==> src/rtl/int_issue_stage_reg_if.sv <==
// Schedule-to-issue bundle for int_issue_stage_reg: scheduler lanes, recovery
// controls and the registered issue/kill outputs.
interface int_issue_stage_reg_if #(
    parameter int unsigned ISSUE_WIDTH = 2,
    parameter int unsigned AL_PTR_W    = 6,
    parameter int unsigned IQ_PTR_W    = 6,
    parameter int unsigned PAYLOAD_W   = 64
);
    localparam int unsigned CNT_W = $clog2(ISSUE_WIDTH + 1);

    logic [ISSUE_WIDTH-1:0]           sch_valid;
    logic [ISSUE_WIDTH*IQ_PTR_W-1:0]  sch_iq_ptr;
    logic [ISSUE_WIDTH*AL_PTR_W-1:0]  sch_al_ptr;
    logic [ISSUE_WIDTH*PAYLOAD_W-1:0] sch_payload;
    logic                             stall;
    logic                             flush;
    logic                             flush_all;
    logic                             flush_inclusive;
    logic [AL_PTR_W-1:0]              flush_al_ptr;
    logic [AL_PTR_W-1:0]              al_head_ptr;

    logic [ISSUE_WIDTH-1:0]           iss_valid;
    logic [ISSUE_WIDTH*IQ_PTR_W-1:0]  iss_iq_ptr;
    logic [ISSUE_WIDTH*AL_PTR_W-1:0]  iss_al_ptr;
    logic [ISSUE_WIDTH*PAYLOAD_W-1:0] iss_payload;
    logic [ISSUE_WIDTH-1:0]           kill_mask;
    logic [ISSUE_WIDTH*IQ_PTR_W-1:0]  kill_iq_ptr;
    logic [CNT_W-1:0]                 valid_count;

    modport master (
        output sch_valid, sch_iq_ptr, sch_al_ptr, sch_payload,
        output stall, flush, flush_all, flush_inclusive, flush_al_ptr, al_head_ptr,
        input  iss_valid, iss_iq_ptr, iss_al_ptr, iss_payload,
        input  kill_mask, kill_iq_ptr, valid_count
    );

    modport slave (
        input  sch_valid, sch_iq_ptr, sch_al_ptr, sch_payload,
        input  stall, flush, flush_all, flush_inclusive, flush_al_ptr, al_head_ptr,
        output iss_valid, iss_iq_ptr, iss_al_ptr, iss_payload,
        output kill_mask, kill_iq_ptr, valid_count
    );
endinterface

==> src/rtl/int_issue_stage_reg.sv <==
// Schedule->integer-issue pipeline register with stall hold and age-based
// selective kill on misprediction recovery; all outputs are flops.
module int_issue_stage_reg #(
    parameter int unsigned ISSUE_WIDTH = 2,
    parameter int unsigned AL_PTR_W    = 6,
    parameter int unsigned IQ_PTR_W    = 6,
    parameter int unsigned PAYLOAD_W   = 64
) (
    input logic                  clk,
    input logic                  rst,
    int_issue_stage_reg_if.slave bus
);
    localparam int unsigned CNT_W = $clog2(ISSUE_WIDTH + 1);

    logic [ISSUE_WIDTH-1:0]           r_iss_valid;
    logic [ISSUE_WIDTH*IQ_PTR_W-1:0]  r_iss_iq_ptr;
    logic [ISSUE_WIDTH*AL_PTR_W-1:0]  r_iss_al_ptr;
    logic [ISSUE_WIDTH*PAYLOAD_W-1:0] r_iss_payload;
    logic [ISSUE_WIDTH-1:0]           r_kill_mask;
    logic [ISSUE_WIDTH*IQ_PTR_W-1:0]  r_kill_iq_ptr;
    logic [CNT_W-1:0]                 r_valid_count;

    logic [ISSUE_WIDTH-1:0]           w_src_valid;
    logic [ISSUE_WIDTH*IQ_PTR_W-1:0]  w_src_iq_ptr;
    logic [ISSUE_WIDTH*AL_PTR_W-1:0]  w_src_al_ptr;
    logic [ISSUE_WIDTH*PAYLOAD_W-1:0] w_src_payload;
    logic [AL_PTR_W-1:0]              w_flush_age;
    logic [AL_PTR_W-1:0]              w_lane_age;
    logic [ISSUE_WIDTH-1:0]           w_kill;
    logic [ISSUE_WIDTH-1:0]           w_next_valid;
    logic [ISSUE_WIDTH*IQ_PTR_W-1:0]  w_kill_iq_ptr;
    logic [CNT_W-1:0]                 w_next_count;

    always_comb begin
        // Under stall the held lanes are re-captured, so a flush can still kill them.
        w_src_valid   = bus.stall ? r_iss_valid   : bus.sch_valid;
        w_src_iq_ptr  = bus.stall ? r_iss_iq_ptr  : bus.sch_iq_ptr;
        w_src_al_ptr  = bus.stall ? r_iss_al_ptr  : bus.sch_al_ptr;
        w_src_payload = bus.stall ? r_iss_payload : bus.sch_payload;

        // Ages are relative to the active-list head, so wrap is handled by modulo subtraction.
        w_flush_age   = bus.flush_al_ptr - bus.al_head_ptr;
        w_lane_age    = '0;
        w_kill        = '0;
        w_kill_iq_ptr = '0;
        w_next_count  = '0;
        for (int unsigned i = 0; i < ISSUE_WIDTH; i++) begin
            w_lane_age = w_src_al_ptr[i*AL_PTR_W +: AL_PTR_W] - bus.al_head_ptr;
            w_kill[i]  = w_src_valid[i] &
                         (bus.flush_all |
                          (bus.flush & ((w_lane_age > w_flush_age) |
                                        (bus.flush_inclusive & (w_lane_age == w_flush_age)))));
            if (w_kill[i]) begin
                w_kill_iq_ptr[i*IQ_PTR_W +: IQ_PTR_W] = w_src_iq_ptr[i*IQ_PTR_W +: IQ_PTR_W];
            end
        end
        w_next_valid = w_src_valid & ~w_kill;
        for (int unsigned i = 0; i < ISSUE_WIDTH; i++) begin
            w_next_count = w_next_count + CNT_W'(w_next_valid[i]);
        end
    end

    always_ff @(posedge clk) begin
        if (rst) begin
            r_iss_valid   <= '0;
            r_iss_iq_ptr  <= '0;
            r_iss_al_ptr  <= '0;
            r_iss_payload <= '0;
            r_kill_mask   <= '0;
            r_kill_iq_ptr <= '0;
            r_valid_count <= '0;
        end else begin
            r_iss_valid   <= w_next_valid;
            r_iss_iq_ptr  <= w_src_iq_ptr;
            r_iss_al_ptr  <= w_src_al_ptr;
            r_iss_payload <= w_src_payload;
            r_kill_mask   <= w_kill;
            r_kill_iq_ptr <= w_kill_iq_ptr;
            r_valid_count <= w_next_count;
        end
    end

    assign bus.iss_valid   = r_iss_valid;
    assign bus.iss_iq_ptr  = r_iss_iq_ptr;
    assign bus.iss_al_ptr  = r_iss_al_ptr;
    assign bus.iss_payload = r_iss_payload;
    assign bus.kill_mask   = r_kill_mask;
    assign bus.kill_iq_ptr = r_kill_iq_ptr;
    assign bus.valid_count = r_valid_count;
endmodule

==> src/flat_wrapper.sv <==
// flat-port wrapper written by rule: the top's interface ports become plain ports
module int_issue_stage_reg_flat 
#(
    parameter int unsigned ISSUE_WIDTH = 2,
    parameter int unsigned AL_PTR_W    = 6,
    parameter int unsigned IQ_PTR_W    = 6,
    parameter int unsigned PAYLOAD_W   = 64
)
  (clk, rst, bus_sch_valid, bus_sch_iq_ptr, bus_sch_al_ptr, bus_sch_payload, bus_stall, bus_flush, bus_flush_all, bus_flush_inclusive, bus_flush_al_ptr, bus_al_head_ptr, bus_iss_valid, bus_iss_iq_ptr, bus_iss_al_ptr, bus_iss_payload, bus_kill_mask, bus_kill_iq_ptr, bus_valid_count);
  int_issue_stage_reg_if #(.ISSUE_WIDTH(ISSUE_WIDTH), .AL_PTR_W(AL_PTR_W), .IQ_PTR_W(IQ_PTR_W), .PAYLOAD_W(PAYLOAD_W)) bus_i ();
  input logic clk;
  input logic rst;
  input wire logic [$bits(bus_i.sch_valid)-1:0] bus_sch_valid;
  input wire logic [$bits(bus_i.sch_iq_ptr)-1:0] bus_sch_iq_ptr;
  input wire logic [$bits(bus_i.sch_al_ptr)-1:0] bus_sch_al_ptr;
  input wire logic [$bits(bus_i.sch_payload)-1:0] bus_sch_payload;
  input wire logic [$bits(bus_i.stall)-1:0] bus_stall;
  input wire logic [$bits(bus_i.flush)-1:0] bus_flush;
  input wire logic [$bits(bus_i.flush_all)-1:0] bus_flush_all;
  input wire logic [$bits(bus_i.flush_inclusive)-1:0] bus_flush_inclusive;
  input wire logic [$bits(bus_i.flush_al_ptr)-1:0] bus_flush_al_ptr;
  input wire logic [$bits(bus_i.al_head_ptr)-1:0] bus_al_head_ptr;
  output wire logic [$bits(bus_i.iss_valid)-1:0] bus_iss_valid;
  output wire logic [$bits(bus_i.iss_iq_ptr)-1:0] bus_iss_iq_ptr;
  output wire logic [$bits(bus_i.iss_al_ptr)-1:0] bus_iss_al_ptr;
  output wire logic [$bits(bus_i.iss_payload)-1:0] bus_iss_payload;
  output wire logic [$bits(bus_i.kill_mask)-1:0] bus_kill_mask;
  output wire logic [$bits(bus_i.kill_iq_ptr)-1:0] bus_kill_iq_ptr;
  output wire logic [$bits(bus_i.valid_count)-1:0] bus_valid_count;
  assign bus_i.sch_valid = bus_sch_valid;
  assign bus_i.sch_iq_ptr = bus_sch_iq_ptr;
  assign bus_i.sch_al_ptr = bus_sch_al_ptr;
  assign bus_i.sch_payload = bus_sch_payload;
  assign bus_i.stall = bus_stall;
  assign bus_i.flush = bus_flush;
  assign bus_i.flush_all = bus_flush_all;
  assign bus_i.flush_inclusive = bus_flush_inclusive;
  assign bus_i.flush_al_ptr = bus_flush_al_ptr;
  assign bus_i.al_head_ptr = bus_al_head_ptr;
  assign bus_iss_valid = bus_i.iss_valid;
  assign bus_iss_iq_ptr = bus_i.iss_iq_ptr;
  assign bus_iss_al_ptr = bus_i.iss_al_ptr;
  assign bus_iss_payload = bus_i.iss_payload;
  assign bus_kill_mask = bus_i.kill_mask;
  assign bus_kill_iq_ptr = bus_i.kill_iq_ptr;
  assign bus_valid_count = bus_i.valid_count;
  int_issue_stage_reg #(.ISSUE_WIDTH(ISSUE_WIDTH), .AL_PTR_W(AL_PTR_W), .IQ_PTR_W(IQ_PTR_W), .PAYLOAD_W(PAYLOAD_W)) u_core (.clk(clk), .rst(rst), .bus(bus_i));
endmodule
==> config.mk <==
export PLATFORM = sky130hd
export DESIGN_NAME = int_issue_stage_reg_flat
export DESIGN_NICKNAME = d
export VERILOG_FILES = /design/src/rtl/int_issue_stage_reg_if.sv /design/src/rtl/int_issue_stage_reg.sv /design/src/flat_wrapper.sv
export SDC_FILE = /design/constraint.sdc
export NUM_CORES = 1
export LEC_CHECK = 0
export CORE_MARGIN = 5
export CORE_UTILIZATION = 44
export DETAILED_ROUTE_END_ITERATION = 8
export PLACE_DENSITY = 0.87
export SLEW_MARGIN = 10
export SYNTH_ARGS = -nofsm -noshare
export SYNTH_HDL_FRONTEND = slang
export SYNTH_SLANG_ARGS = --single-unit
==> constraint.sdc <==
create_clock -name clk -period 6 [get_ports clk]
set_clock_uncertainty 0.15 [all_clocks]
set_input_delay 0.6 -clock clk [delete_from_list [all_inputs] [get_ports clk]]
set_output_delay 0.6 -clock clk [all_outputs]
set_load 0.05 [all_outputs]
* Word level (Yosys, flattened, before mapping)
Index checks and enable logic that the tools add are counted.
** Word-level totals
- Input bits :: 172
- Register bits after elaboration :: 170
- Word-level logic and storage cells :: 35
- Output and inout port bits :: 170
** Cells by class
- Eq/ne operators :: 2
- $add $sub $neg :: 4
- Reduce and logical (&&, ||, !) cells :: 2
- Muxes and demuxes :: 3
- $lt $le $gt $ge :: 2
- Bitwise gates (word level) :: 14
** Operators with widths (number)
- 2-to-1 mux 12 bit :: 2
- subtractor 6 bit :: 3
- == test 6 bit :: 2
- > comparator 6 bit :: 2
- bitwise AND 1 bit :: 6
- bitwise OR 1 bit :: 4
- OR reduction 2 bit :: 2
- adder 1 x 1 -> 2 bit :: 1
- bitwise AND 2 bit :: 1
- 2-to-1 mux 2 bit :: 1
- inverter 1 bit :: 2
- inverter 2 bit :: 1

* Longest topological paths before layout
- Depth in word-level cells :: 11
- Mapped depth :: 17
- Mapped depth without buffers :: 14

* Least setup slack after synthesis
No wires, ideal clock.
- Path kind :: input -> register
- Start :: input port bus_stall
- End :: register u_core.r_valid_count[0], in the netlist u_core.bus.valid_count[0]
- Path slack :: 1.924 ns
- Library setup time :: 0.117 ns
- Stages :: 17
- Data required time :: 5.733 ns
- Data arrival time :: 3.809 ns
- Path buffers :: 3
- Path through :: buf_4 > buf_4 > buf_4 > mux2i_1 > ha_1 > inv_1 > fa_1 > a21o_1 > a21oi_1 > xnor2_1 > ha_1 > nand4_1 > o31a_1 > or2_1 > a21oi_1 > ha_1 > nor2b_1
** On the way
- Word-level cells in the longest chain between the ends :: 11
** Ends and longest elaborated chain
- from (decl) :: RTL line flat_wrapper.sv:17 : input wire logic [$bits(bus_i.stall)-1:0] bus_stall;
- parallel branches: the longest is 9 deep, another holds subtractor 6 bit
- bitwise AND 2 bit * :: RTL line int_issue_stage_reg.sv:57 : w_next_valid = w_src_valid & ~w_kill;
- via u_core.w_next_valid[0] :: RTL line int_issue_stage_reg.sv:30 : logic [ISSUE_WIDTH-1:0] w_next_valid;
- adder 1 x 1 -> 2 bit * :: RTL line int_issue_stage_reg.sv:59 : w_next_count = w_next_count + CNT_W'(w_next_valid[i]);
- via u_core.w_next_count[0] :: RTL line int_issue_stage_reg.sv:32 : logic [CNT_W-1:0] w_next_count;
- to (signal assigned) :: RTL line int_issue_stage_reg.sv:79 : r_valid_count <= w_next_count;
- to (decl) :: RTL line int_issue_stage_reg.sv:21 : logic [CNT_W-1:0] r_valid_count;
Mark *: on every way through the listed nets, which the timed path passes.
A chain may end at the register's enable or synchronous reset.

* Worst setup path in the final report
- Start :: input port bus_al_head_ptr[1]
- End :: register u_core.r_valid_count[0], in the netlist u_core.bus.valid_count[0]
** On the way
- Word-level cells in the longest chain between the ends :: 10
** Ends and longest elaborated chain
- from (decl) :: RTL line flat_wrapper.sv:22 : input wire logic [$bits(bus_i.al_head_ptr)-1:0] bus_al_head_ptr;
- parallel branches: the longest is 3 deep, another holds subtractor 6 bit
- bitwise OR 1 bit * :: RTL line int_issue_stage_reg.sv:51 : (bus.flush & ((w_lane_age > w_flush_age) |
- bitwise AND 1 bit * :: RTL line int_issue_stage_reg.sv:51
- bitwise OR 1 bit * :: RTL line int_issue_stage_reg.sv:50 : (bus.flush_all |
- bitwise AND 1 bit * :: RTL line int_issue_stage_reg.sv:49 : w_kill[i] = w_src_valid[i] &
- inverter 2 bit * :: RTL line int_issue_stage_reg.sv:57
- bitwise AND 2 bit * :: RTL line int_issue_stage_reg.sv:57
- via u_core.w_next_valid[1] :: RTL line int_issue_stage_reg.sv:30
- adder 1 x 1 -> 2 bit * :: RTL line int_issue_stage_reg.sv:59
- via u_core.w_next_count[0] :: RTL line int_issue_stage_reg.sv:32
Marked as above.

==> reports/qor.txt <==
Outcome - completed
Final Hold Viols - 0
DRT iter0 DRCs - 259
Avg Inst Size Synth - 10.7 µm²
Maximum fanout along the worst path - 6
Vias per cell - 4.81
Synth Area in XOR/XNOR - 0.0139
Final setup margin - 2.12 ns
H-tree depth - 4
Synth Area in Simple Gates - 0.135
Die ar. - 18300 µm²
Antenna-violating nets left - 0
Critical Path AT - 4.02 ns
Worst setup SP type - input pin
Crit path kind - in -> reg
Die Span Y - 135 µm
Slowest cell on crit path - clkdlybuf4s50_1
Area growth from synthesis to layout - 58.8%
Fillers - 1122
DRC viols - 0
Post-Synth Adder-Cell Area - 0.0594
I/O pin total - 342
Compound-Gate Fraction of Synth Area - 0.0394
Maximum VDD drop - 206 µV
Worst setup EP type - flip-flop
Endpoints failing setup - 0
RSZ-0062 raised after global routing - no
Setup bufs post-CTS - 0
Yosys warns - 0
Clk root buf - clkbuf_16
FP Rows - 45
Slew @ Worst Pin - 1.14 ns
Chip Width - 135 µm
Worst slack, placed - 1.73 ns
Hold WS - 0.341 ns
Total power - 3.10 mW
Wirelength per Cell - 17.7 µm
WP data required - 6.14 ns
Synth area leaders - dfxtp_1 (49%), mux2i_1 (21%), nor2_1 (8.1%), ha_1 (5.1%), nor4_2 (2.0%)
Gr ovfl total - 0
Fin crit share - 0.647
GRT Util Overall - 0.221
First-pass GRT wire length - 31400 µm
Clock Latency Late Sink - 0.42 ns
Initial antenna violation count - 1
Gate Count Post-Synth - 646
Cells along the critical path - clkdlybuf4s50_1 > inv_1 > ha_1 > nor2b_1 > o211a_1 > or2_1 > a311oi_1 > ha_1 > nand4_1 > o31a_1 > or2_1 > a21oi_1 > ha_1 > nor2b_1
Largest family of logic cells by synthesized area - multiplexers
Top-count cell post-synth - dfxtp_1
Max-slew violation count - 0
Yosys top cell area share - 0.492
Port Buf Inserts - 341
Final min period - 3.88 ns
#FFs+latches synth - 170
Slew margin rel. - 0.239
Placer congestion estimate - 0.839
Post-Syn Area - 6910 µm²
Syn Nets - 849
Net count, final - 1176
CP most frequent cell - ha_1
Largest stage delay, worst path - 0.40 ns
CTS tree - done
Post_cts resized - 0
DR pass1 iterations - 4
Num CTS Buffers - 17
Final WL - 21200 µm
Share of cells above drive strength 1 - 0.0619
Post-synth EDFFs - 0
Post-synthesis sequential area ratio - 0.492
# clock sinks - 170
Ys flop type - dfxtp_1
Pwr Density - 282 nW/µm²
Leading area contributor after synthesis - dfxtp_1
Pin count of the biggest net entering global routing - 92
CTS Hold Bufs - 0
Initial Util - 0.451
Max-cap check violation count - 0
Core ar. - 15300 µm²
Via count - 5765
Family with the most delay on the worst path - compound AO/OA/AOI/OAI gates
Reg area - 3400 µm²
Fmax - 258 MHz
CTS Buffer Depth - 2
Hold crit path type - reg -> reg
Cell leakage power - 4.67 nW
Multi-input gate area - 3260 µm²
Vias in the first global route - 5801
Mux contribution to synthesized area - 0.224
Clock-pin slew on the worst setup and hold paths - 0.06 ns
FFs w/ async S/R, synth - 0
DP HPWL - 16200 µm
Setup TNS - 0 ns
Worst path bufs/invs - 2
Top post-synthesis cells by count - dfxtp_1 (170), nor2_1 (149), mux2i_1 (146)
Yosys cell types - 38
[power by group]
| part | switching [mW] | total, mW | internal, mW |
|---|---|---|---|
| combinational | 0.465 | 0.807 | 0.342 |
| clock | 0.466 | 1.07 | 0.601 |
| sequential | 0.0327 | 1.23 | 1.19 |
[state kept, by name (all words and copies together) (netlist names)]
register                count
u_core.bus.iss_al_ptr      12
u_core.bus.iss_payload    128
u_core.bus.valid_count      2
u_core.bus.iss_valid        2
u_core.bus.iss_iq_ptr      12
u_core.bus.kill_mask        2
u_core.bus.kill_iq_ptr     12
[metal layers]
layer / up-vias / routed length [µm] / share of wire / global-route usage
li1: 2862 / - / - / -
met1: 2628 / 8010 / 0.38 / 0.242
met2: 243 / 10700 / 0.50 / 0.388
met3: 32 / 1960 / 0.093 / 0.0906
met4: 0 / 505 / 0.024 / 0.0750
met5: - / 0 / 0 / 0
[placed cells by master, fill, tap and decap left out, types with 4 or more instances in the layout]
| cell | netlist | layout |
|---|---|---|
| a21o_1 | 5 | 5 |
| a21oi_1 | 10 | 10 |
| buf_4 | 17 | 4 |
| clkbuf_16 | 0 | 17 |
| clkdlybuf4s50_1 | 0 | 339 |
| dfxtp_1 | 170 | 170 |
| ha_1 | 28 | 28 |
| inv_1 | 10 | 10 |
| mux2_2 | 8 | 8 |
| mux2i_1 | 146 | 146 |
| nor2_1 | 149 | 149 |
| nor2b_1 | 13 | 13 |
| nor4_2 | 11 | 11 |
| o211ai_1 | 4 | 4 |
| o21ai_0 | 4 | 4 |
| o31a_1 | 4 | 4 |
| or2_1 | 4 | 4 |
| xnor2_1 | 6 | 6 |
| xor2_1 | 5 | 5 |
[stage by stage]
step | instances | utilization | area (µm²)
global route | 1198 | 0.717 | 11000
detailed placement | 1165 | 0.679 | 10400
global placement | 1165 | 0.679 | 10400
CTS | 1197 | 0.717 | 11000
floorplan | 646 | - | 6910
finish | 1198 | 0.717 | 11000
[worst min-delay path, cell delays in order (launching register included)]
cell	delay (ns)
dfxtp_1	0.32
mux2i_1	0.07
nor2_1	0.07
[logic make-up after synthesis]
group | Yosys count
flip-flops | 170
buffers and inverters | 46
XOR/XNOR | 11
multiplexers | 154
adder cells (fa/ha/maj) | 31
AO/OA/AOI/OAI | 39
AND/OR/NAND/NOR | 195
[worst paths after layout]
| path | startpoint | to | slack (ns) | depth (start not counted) |
|---|---|---|---|---|
| worst max register to register | u_core.bus.iss_al_ptr[6] | u_core.bus.valid_count[0] | 2.49 | 14 |
| worst max-delay path | bus_al_head_ptr[1] | u_core.bus.valid_count[0] | 2.12 | 14 |
| worst min register to register | u_core.bus.iss_payload[8] | u_core.bus.iss_payload[8] | 0.34 | 2 |
| worst min-delay path | u_core.bus.iss_payload[8] | u_core.bus.iss_payload[8] | 0.34 | 2 |
[area by class of cell]
cell class / instances / share of cell area
timing repair buffer: 344 / 0.313
tap: 211 / 0.0240
multi-input combinational: 430 / 0.297
antenna: 1 / 0.000228
inverter: 10 / 0.00342
clock buffer: 21 / 0.0419
sequential: 170 / 0.310
clock inverter: 11 / 0.0101
Note: power is estimated with default switching activity, not from simulation.
